[config.mk]
export PLATFORM = sky130hd
export DESIGN_NAME = wdt_window
export DESIGN_NICKNAME = d
export VERILOG_FILES = /design/src/rtl/wdt_window.sv
export SDC_FILE = /design/constraint.sdc
export NUM_CORES = 1
export LEC_CHECK = 0
export CAP_MARGIN = 20
export CORE_MARGIN = 1
export CORE_UTILIZATION = 56
export DETAILED_ROUTE_END_ITERATION = 16
export PLACE_DENSITY = 0.81
export SLEW_MARGIN = 10
export SYNTH_ARGS = -nofsm -noshare
export SYNTH_HDL_FRONTEND = slang
export SYNTH_SLANG_ARGS = --single-unit
[constraint.sdc]
create_clock -name clk -period 3.1 [get_ports clk]
set_input_delay 0.62 -clock clk [delete_from_list [all_inputs] [get_ports clk]]
set_output_delay 0.62 -clock clk [all_outputs]
set_load 0.03 [all_outputs]
[src/rtl/wdt_window.sv]
// rtl/wdt_window.sv - windowed watchdog with prescaler, warning and saturating expiry count
module wdt_window #(
    parameter int CNT_W   = 32,
    parameter int PRESC_W = 8,
    parameter int EXP_W   = 4
) (
    input  logic               clk,
    input  logic               rst,
    input  logic               wden,
    input  logic               wdlive,
    input  logic [CNT_W-1:0]   wtocnt,
    input  logic [CNT_W-1:0]   wwarncnt,
    input  logic [CNT_W-1:0]   wwincnt,
    input  logic [PRESC_W-1:0] presc,
    input  logic               win_mode,
    input  logic               cfg_load,
    output logic               wto,
    output logic               wwarn,
    output logic               early_kick,
    output logic [CNT_W-1:0]   cnt,
    output logic [EXP_W-1:0]   exp_cnt,
    output logic [1:0]         state
);

    localparam logic [1:0] S_IDLE    = 2'd0;
    localparam logic [1:0] S_RUN     = 2'd1;
    localparam logic [1:0] S_WARN    = 2'd2;
    localparam logic [1:0] S_EXPIRED = 2'd3;

    localparam logic [CNT_W-1:0]   CNT_ZERO   = '0;
    localparam logic [CNT_W-1:0]   CNT_ONE    = {{(CNT_W-1){1'b0}}, 1'b1};
    localparam logic [CNT_W-1:0]   CNT_MAX    = '1;
    localparam logic [PRESC_W-1:0] PRESC_ZERO = '0;
    localparam logic [PRESC_W-1:0] PRESC_ONE  = {{(PRESC_W-1){1'b0}}, 1'b1};
    localparam logic [EXP_W-1:0]   EXP_ZERO   = '0;
    localparam logic [EXP_W-1:0]   EXP_ONE    = {{(EXP_W-1){1'b0}}, 1'b1};
    localparam logic [EXP_W-1:0]   EXP_MAX    = '1;

    logic [1:0]         r_state;
    logic [CNT_W-1:0]   r_cnt;
    logic [PRESC_W-1:0] r_presc_cnt;
    logic [EXP_W-1:0]   r_exp_cnt;
    logic               r_wto;
    logic               r_wwarn;
    logic               r_early;

    logic [CNT_W-1:0]   r_sh_tocnt;
    logic [CNT_W-1:0]   r_sh_warncnt;
    logic [CNT_W-1:0]   r_sh_wincnt;
    logic [PRESC_W-1:0] r_sh_presc;
    logic               r_sh_win;

    logic [CNT_W-1:0]   r_act_tocnt;
    logic [CNT_W-1:0]   r_act_warncnt;
    logic [CNT_W-1:0]   r_act_wincnt;
    logic [PRESC_W-1:0] r_act_presc;
    logic               r_act_win;

    // Shadow values as they stand after this edge, so a coincident cfg_load is seen by a copy.
    logic [CNT_W-1:0]   w_sh_tocnt;
    logic [CNT_W-1:0]   w_sh_warncnt;
    logic [CNT_W-1:0]   w_sh_wincnt;
    logic [PRESC_W-1:0] w_sh_presc;
    logic               w_sh_win;

    logic               w_running;
    logic               w_tick;
    logic               w_cnt_sat;
    logic               w_expire;
    logic [CNT_W-1:0]   w_warn_m1;
    logic               w_warn_hit;
    logic               w_early;
    logic               w_copy;
    logic [EXP_W-1:0]   w_exp_inc;

    assign w_sh_tocnt   = cfg_load ? wtocnt   : r_sh_tocnt;
    assign w_sh_warncnt = cfg_load ? wwarncnt : r_sh_warncnt;
    assign w_sh_wincnt  = cfg_load ? wwincnt  : r_sh_wincnt;
    assign w_sh_presc   = cfg_load ? presc    : r_sh_presc;
    assign w_sh_win     = cfg_load ? win_mode : r_sh_win;

    assign w_running  = (r_state == S_RUN) || (r_state == S_WARN);
    assign w_tick     = w_running && (r_presc_cnt == r_act_presc);
    assign w_cnt_sat  = (r_cnt == CNT_MAX);
    assign w_expire   = w_tick && !w_cnt_sat && (r_cnt == r_act_tocnt);
    assign w_warn_m1  = r_act_warncnt - CNT_ONE;
    assign w_warn_hit = w_tick && (r_state == S_RUN) && (r_act_warncnt != CNT_ZERO)
                        && (r_cnt == w_warn_m1);
    assign w_early    = w_running && wdlive && r_act_win && (r_cnt < r_act_wincnt);
    assign w_exp_inc  = (r_exp_cnt == EXP_MAX) ? r_exp_cnt : (r_exp_cnt + EXP_ONE);

    assign w_copy = wden && (((r_state == S_IDLE) && 1'b1)
                             || (w_running && wdlive && !w_early)
                             || ((r_state == S_EXPIRED) && wdlive));

    always_ff @(posedge clk) begin
        if (rst) begin
            r_state       <= S_IDLE;
            r_cnt         <= CNT_ZERO;
            r_presc_cnt   <= PRESC_ZERO;
            r_exp_cnt     <= EXP_ZERO;
            r_wto         <= 1'b0;
            r_wwarn       <= 1'b0;
            r_early       <= 1'b0;
            r_sh_tocnt    <= CNT_ZERO;
            r_sh_warncnt  <= CNT_ZERO;
            r_sh_wincnt   <= CNT_ZERO;
            r_sh_presc    <= PRESC_ZERO;
            r_sh_win      <= 1'b0;
            r_act_tocnt   <= CNT_ZERO;
            r_act_warncnt <= CNT_ZERO;
            r_act_wincnt  <= CNT_ZERO;
            r_act_presc   <= PRESC_ZERO;
            r_act_win     <= 1'b0;
        end else begin
            r_early      <= 1'b0;
            r_sh_tocnt   <= w_sh_tocnt;
            r_sh_warncnt <= w_sh_warncnt;
            r_sh_wincnt  <= w_sh_wincnt;
            r_sh_presc   <= w_sh_presc;
            r_sh_win     <= w_sh_win;

            if (w_copy) begin
                r_act_tocnt   <= w_sh_tocnt;
                r_act_warncnt <= w_sh_warncnt;
                r_act_wincnt  <= w_sh_wincnt;
                r_act_presc   <= w_sh_presc;
                r_act_win     <= w_sh_win;
            end

            if (!wden) begin
                r_state     <= S_IDLE;
                r_cnt       <= CNT_ZERO;
                r_presc_cnt <= PRESC_ZERO;
                r_wto       <= 1'b0;
                r_wwarn     <= 1'b0;
            end else begin
                case (r_state)
                    S_IDLE: begin
                        r_state     <= S_RUN;
                        r_cnt       <= CNT_ZERO;
                        r_presc_cnt <= PRESC_ZERO;
                    end
                    S_RUN, S_WARN: begin
                        if (wdlive) begin
                            if (w_early) begin
                                // Early kick holds cnt so software can see where the window was violated.
                                r_state   <= S_EXPIRED;
                                r_wto     <= 1'b1;
                                r_wwarn   <= 1'b0;
                                r_early   <= 1'b1;
                                r_exp_cnt <= w_exp_inc;
                            end else begin
                                r_state     <= S_RUN;
                                r_cnt       <= CNT_ZERO;
                                r_presc_cnt <= PRESC_ZERO;
                                r_wwarn     <= 1'b0;
                            end
                        end else begin
                            r_presc_cnt <= w_tick ? PRESC_ZERO : (r_presc_cnt + PRESC_ONE);
                            if (w_expire) begin
                                r_state   <= S_EXPIRED;
                                r_cnt     <= r_cnt + CNT_ONE;
                                r_wto     <= 1'b1;
                                r_wwarn   <= 1'b0;
                                r_exp_cnt <= w_exp_inc;
                            end else begin
                                if (w_tick && !w_cnt_sat) begin
                                    r_cnt <= r_cnt + CNT_ONE;
                                end
                                if (w_warn_hit) begin
                                    r_state <= S_WARN;
                                    r_wwarn <= 1'b1;
                                end
                            end
                        end
                    end
                    S_EXPIRED: begin
                        if (wdlive) begin
                            r_state     <= S_RUN;
                            r_cnt       <= CNT_ZERO;
                            r_presc_cnt <= PRESC_ZERO;
                            r_wto       <= 1'b0;
                        end
                    end
                    default: begin
                        r_state <= S_IDLE;
                    end
                endcase
            end
        end
    end

    assign wto        = r_wto;
    assign wwarn      = r_wwarn;
    assign early_kick = r_early;
    assign cnt        = r_cnt;
    assign exp_cnt    = r_exp_cnt;
    assign state      = r_state;

endmodule

Word level (Yosys, flattened, before mapping)
Cells that the tools add are included.
{"block": "op_classes", "n_addsub": 4, "mul": 0, "div": 0, "magnitude_cmp": 1, "eq_ne": 15, "n_shift": 0, "muxes": 35, "n_bitwise": 3, "n_reduce_logical": 31}
{"operator": "$mux W32", "n": 8}
{"operator": "$pmux W32 S3", "n": 1}
{"operator": "$eq A32 B32 Y1", "n": 2}
{"operator": "$mux W8", "n": 5}
{"operator": "$add A32 B1 Y32 const B", "n": 1}
{"operator": "$eq A32 B32 Y1 const B", "n": 1}
{"operator": "$lt A32 B32 Y1", "n": 1}
{"operator": "$reduce_bool A32 Y1", "n": 1}
{"operator": "$sub A32 B1 Y32 const B", "n": 1}
{"operator": "$pmux W8 S3", "n": 1}
{"operator": "$mux W4", "n": 4}
{"operator": "$logic_and A1 B1 Y1", "n": 12}
{"operator": "$mux W2", "n": 5}
{"operator": "$mux W1", "n": 9}
{"operator": "$ne A3 B3 Y1 const B", "n": 3}
{"operator": "$add A8 B1 Y8 const B", "n": 1}
{"operator": "$eq A8 B8 Y1", "n": 1}
{"operator": "$ne A4 B4 Y1 const B", "n": 2}
{"operator": "$reduce_and A4 Y1", "n": 2}
{"operator": "$pmux W2 S3", "n": 1}
{"operator": "$reduce_and A2 Y1", "n": 3}
{"operator": "$add A4 B1 Y4 const B", "n": 1}
{"operator": "$eq A2 B2 Y1 const B", "n": 2}
{"operator": "$eq A4 B4 Y1 const B", "n": 1}
{"operator": "13 further kinds", "n": 20}
{"block": "totals", "reg_bits": 259, "latchBits": 0, "mem_bits_rw": 0, "mem_bits_ro": 0, "inputBits": 110, "out_inout_bits": 41, "word_cells": 106, "memories": 0}

Depth between registers and ports, before layout
Gate-level depths: netlist of run 1.
{"block": "logic_depth", "depth_word": 10, "ltp_mapped": 12, "ltp_nobuf": 10}

Worst setup path before layout of run 1
Ideal clock, no wire load.
{"block": "synth_timing", "kind": "reg2reg", "start": "register r_cnt[29], in the netlist cnt[29]", "end": "register r_act_presc[6]", "setup_time_ns": 0.060, "t_arrival_ns": 3.018, "required_ns": 3.040, "path_slack_ns": 0.023, "stages_incl_launch_ff": 12, "n_path_buf": 2, "synth_period_minus_slack_ns": 3.077, "path_cell_list": "dfxtp_1 ha_1 a21o_1 a21o_1 a221oi_1 o21ai_0 a21o_1 and2_1 o41ai_2 buf_2 buf_1 a22o_1"}
{"block": "synth_between", "elab_chain_cells": 7}
{"element": "start: declaration", "line_no": "40", "text": "logic [CNT_W-1:0] r_cnt;"}
{"element": "start signal: assignment", "line_no": "163", "text": "r_cnt <= r_cnt + CNT_ONE;"}
{"element": "start signal: assignment", "line_no": "169", "text": "r_cnt <= r_cnt + CNT_ONE;"}
{"element": "$lt A32 B32 Y1", "line_no": "89", "text": "assign w_early = w_running && wdlive && r_act_win && (r_cnt < r_act_wincnt);"}
{"element": "$logic_and A1 B1 Y1", "line_no": "89"}
{"element": "$logic_not A1 Y1", "line_no": "93", "text": "|| (w_running && wdlive && !w_early)"}
{"element": "$logic_and A1 B1 Y1", "line_no": "93"}
{"element": "$logic_or A1 B1 Y1", "line_no": "93"}
{"element": "$logic_or A1 B1 Y1", "line_no": "94", "text": "|| ((r_state == S_EXPIRED) && wdlive));"}
{"element": "$logic_and A1 B1 Y1", "line_no": "92", "text": "assign w_copy = wden && (((r_state == S_IDLE) && 1'b1)"}
{"element": "end signal: assignment", "line_no": "127", "text": "r_act_presc <= w_sh_presc;"}
{"element": "end: declaration", "line_no": "56", "text": "logic [PRESC_W-1:0] r_act_presc;"}
Every way passes these cells.
A chain may end at the register's enable or synchronous reset.

Worst setup path in the final report of run 1
{"block": "layout_timing", "start": "register r_act_wincnt[13]", "end": "register r_act_warncnt[13]"}
{"block": "layout_between", "elab_chain_cells": 7}
{"element": "start: declaration", "line_no": "55", "text": "logic [CNT_W-1:0] r_act_wincnt;"}
{"element": "start signal: assignment", "line_no": "126", "text": "r_act_wincnt <= w_sh_wincnt;"}
{"element": "$lt A32 B32 Y1", "line_no": "89"}
{"element": "$logic_and A1 B1 Y1", "line_no": "89"}
{"element": "$logic_not A1 Y1", "line_no": "93"}
{"element": "$logic_and A1 B1 Y1", "line_no": "93"}
{"element": "$logic_or A1 B1 Y1", "line_no": "93"}
{"element": "$logic_or A1 B1 Y1", "line_no": "94"}
{"element": "$logic_and A1 B1 Y1", "line_no": "92"}
{"element": "end signal: assignment", "line_no": "125", "text": "r_act_warncnt <= w_sh_warncnt;"}
{"element": "end: declaration", "line_no": "54", "text": "logic [CNT_W-1:0] r_act_warncnt;"}
Every way passes these cells.

==> results.cfg, run 1 <==
[timing]
tightest_slew_ns = 0.752
max_slew_margin = 0.494
setup_viol = 0
post-route-min-period_ns = 2.89
setup_ws_ns = 0.213
hold_viol_final = 0
period_share = 0.931
finalClockSkew_ns = 0.0138
timing.fmax_mhz = 346
setup_tns_ns = 0
rsz0062_at_grt = false
slew_viol_final = 0

[power]
vdd_drop_max_mv = 0.464
p_comb_frac = 0.148
leakage_nw = 6.23
p_seq_frac = 0.459
clkPwrFrac = 0.392
p_sw_mw = 2.00
finalPower_mw = 7.89
p_int_mw = 5.89
p_per_area_nw_per_um2 = 533
switching_share = 0.254

[min_path]
min-delay-start = r_act_wincnt[10]$_SDFFE_PP0P_
holdPathEnd = r_act_wincnt[10]$_SDFFE_PP0P_
hold_depth = 1
min-delay-path-class = flop to flop

[logic_synthesis]
synth_xor_area_frac = 0.0815
netlist_instances = 1234
synth-async-reset-ratio = 0
synth_edf_count = 0
synthFlopType = dfxtp_1
synthSimpleGateAreaFrac = 0.166
synth_top_family_by_area = simple AND/OR/NAND/NOR gates
synth_warnings = 0
synth_cell_types = 58
synthAdderAreaFrac = 0.0416
synth_compound_area_frac = 0.131
syn-mean-instance-area_um2 = 9.49
synth_area_leader_cell = dfxtp_1
synthMuxAreaShare = 0.0960
seq_area_frac_synth = 0.443
yosys_register_bits = 259
synth_top_area_frac = 0.443
synth_area_leaders = dfxtp_1 44%, mux2i_1 9.3%, a22o_1 7.8%
synth_area_um2 = 11700
syn_nets = 1383

[cts]
clkLatencyLatePin_ns = 0.53
cts-root-buf = clkbuf_16
clock_sinks = 259
post_cts_buffers = 0
h-tree-depth = 1
cts_buffers = 26
clkTransAtPathRegs_ns = 0.06
cts_tree = done
clk_path_buf_depth = 3
cts_resized = 0
hold_buffers = 0

[layout]
area_growth_pct = 26.3
n_antenna_cell = 0
layout.nets = 1559
multi_input_area_um2 = 6070
fillers = 1464
seqCellArea_um2 = 5180
finish.utilization = 0.727
final_cell_mix = 259 x dfxtp_1, 166 x nor2_1, 148 x clkdlybuf4s50_1, 109 x mux2i_1, 105 x a22o_1
drive_gt1_frac = 0.0973
layout_commonest_cell = dfxtp_1

[grt]
grt_pass1_wl_mm = 50.1
grt_antenna_before_repair = 0
grtUsageTotal = 0.291
grt_pass1_vias = 9415
grt-ovfl-total = 0
grt_max_degree = 61

[routing]
vias = 9838
viasPerCell = 5.79
drt_drc_violations_left = 0
wl_per_cell_um = 18.4
drtAntennaViolNets = 0
drt_wl_total_mm = 31.3
drt-initial-drc-count = 717
first_pass_iters = 5

[floorplan]
die_x_um = 147
initial_core_util = 0.575
dieArea_um2 = 21500
fp-row-count = 52
core_area_um2 = 20400
pin_count = 151
die_h_um = 147

[setup_path]
reg2reg_to = r_act_warncnt[13]$_SDFFE_PP0P_
ff2ff_path_depth = 11
r2r-start = r_act_wincnt[13]$_SDFFE_PP0P_
crit_type = flop to flop
cp.required_ns = 3.51
crit_arrival_ns = 3.30
end_kind = flop
worst_setup_path_start_kind = flop
reg2reg_slack_ns = 0.21
critical_path.max_fanout = 32

[place]
portBuffers = 150
dp_hpwl_mm = 23.0
place_ws_ns = 0.173
routabilityCongestion = 0.927

[run]
maxCapViolations = 0

[outcome]
outcome = completed
-- routing by layer --
metal / wire length, um / up-vias / GRT usage / part of all wire
met4: 1130 / 0 / 0.104 / 0.036
met5: 0 / - / 0 / 0
met3: 2370 / 85 / 0.0428 / 0.076
met2: 13800 / 428 / 0.462 / 0.44
li1: - / 4734 / - / -
met1: 14000 / 4591 / 0.401 / 0.45
-- synth_stat cells, drive strengths merged, types with 29 or more instances --
library cell / instances
mux2i: 109
a21oi: 32
clkbuf: 65
ha: 39
nor4: 29
nor2: 167
nand2: 36
inv: 46
a22o: 105
dfxtp: 259
xor2: 53
xnor2: 56
-- cells by family after synthesis --
group | count (synthesis)
compound gates | 203
xor+xnor | 109
fa+ha+maj | 39
buf+inv | 128
flops | 259
mux | 112
simple gates | 384
-- worst max-delay path: stages (launching register included) --
cell and delay [ns]:
dfxtp_1 0.35, inv_1 0.06, ha_1 0.29, nand4_1 0.14
or4_1 0.54, o211ai_1 0.31, a21o_1 0.18, and2_1 0.19
o41ai_4 0.08, buf_12 0.20, buf_12 0.17, a22o_1 0.25
-- cell type report --
cell class,count,share of cell area
flip-flops and latches,259,0.350
inverters,46,0.0117
clock inverters,8,0.00524
multi-input cells,847,0.410
well taps,270,0.0228
clock buffers,39,0.0521
repair buffers,230,0.148
-- per-stage QoR --
stage / hold WS [ns] / std cells / cell area, um^2
final: 0.480 / 1699 / 14800
after global placement: 0.458 / 1652 / 14000
after detailed placement: 0.456 / 1652 / 14000
after CTS: 0.478 / 1699 / 14800
after floorplan: 0.442 / 1234 / 11700
after global routing: 0.490 / 1699 / 14800
-- registers in the layout, summed over array words and instances, names as in the netlist, 2 cells and up --
register / count
cnt: 32
r_act_tocnt: 32
r_act_warncnt: 32
r_act_wincnt: 32
r_sh_tocnt: 32
r_sh_warncnt: 32
r_sh_wincnt: 32
r_act_presc: 8
r_presc_cnt: 8
r_sh_presc: 8
exp_cnt: 4
state: 2
-- worst max path at each step --
| stage | to | startpoint | cells past startpoint | slack [ns] |
|---|---|---|---|---|
| finish | r_act_warncnt[13]$_SDFFE_PP0P_ | r_act_wincnt[13]$_SDFFE_PP0P_ | 11 | 0.21 |
| global route | r_act_tocnt[12]$_SDFFE_PP0P_ | r_act_wincnt[19]$_SDFFE_PP0P_ | 12 | 0.002 |
| global placement | exp_cnt[3]$_SDFFE_PP0P_ | wdlive | 10 | 0.17 |
| detailed placement | exp_cnt[3]$_SDFFE_PP0P_ | wdlive | 10 | 0.17 |
| CTS | r_act_warncnt[13]$_SDFFE_PP0P_ | r_act_wincnt[19]$_SDFFE_PP0P_ | 12 | 0.21 |
| floorplan | r_act_presc[6]$_SDFFE_PP0P_ | cnt[29]$_SDFFE_PP0P_ | 11 | 0.02 |
-- power by group through the flow --
stage / logic, mW / registers [mW] / clock network [mW]
6_report: 1.17 / 3.63 / 3.10
5_1_grt: 1.28 / 3.64 / 3.27
4_1_cts: 1.16 / 3.62 / 3.12
3_5_place_dp: 1.15 / 3.69 / 0
3_3_place_gp: 1.12 / 3.69 / 0
2_1_floorplan: 0.745 / 3.66 / 0
Note: power is estimated with default switching activity, not from simulation.
==> run 2: changes to the inputs <==
- CAP_MARGIN: 20 -> 10
==> results of run 2 <==
No change in the layout: final DEF, timing and power equal those of run 1.
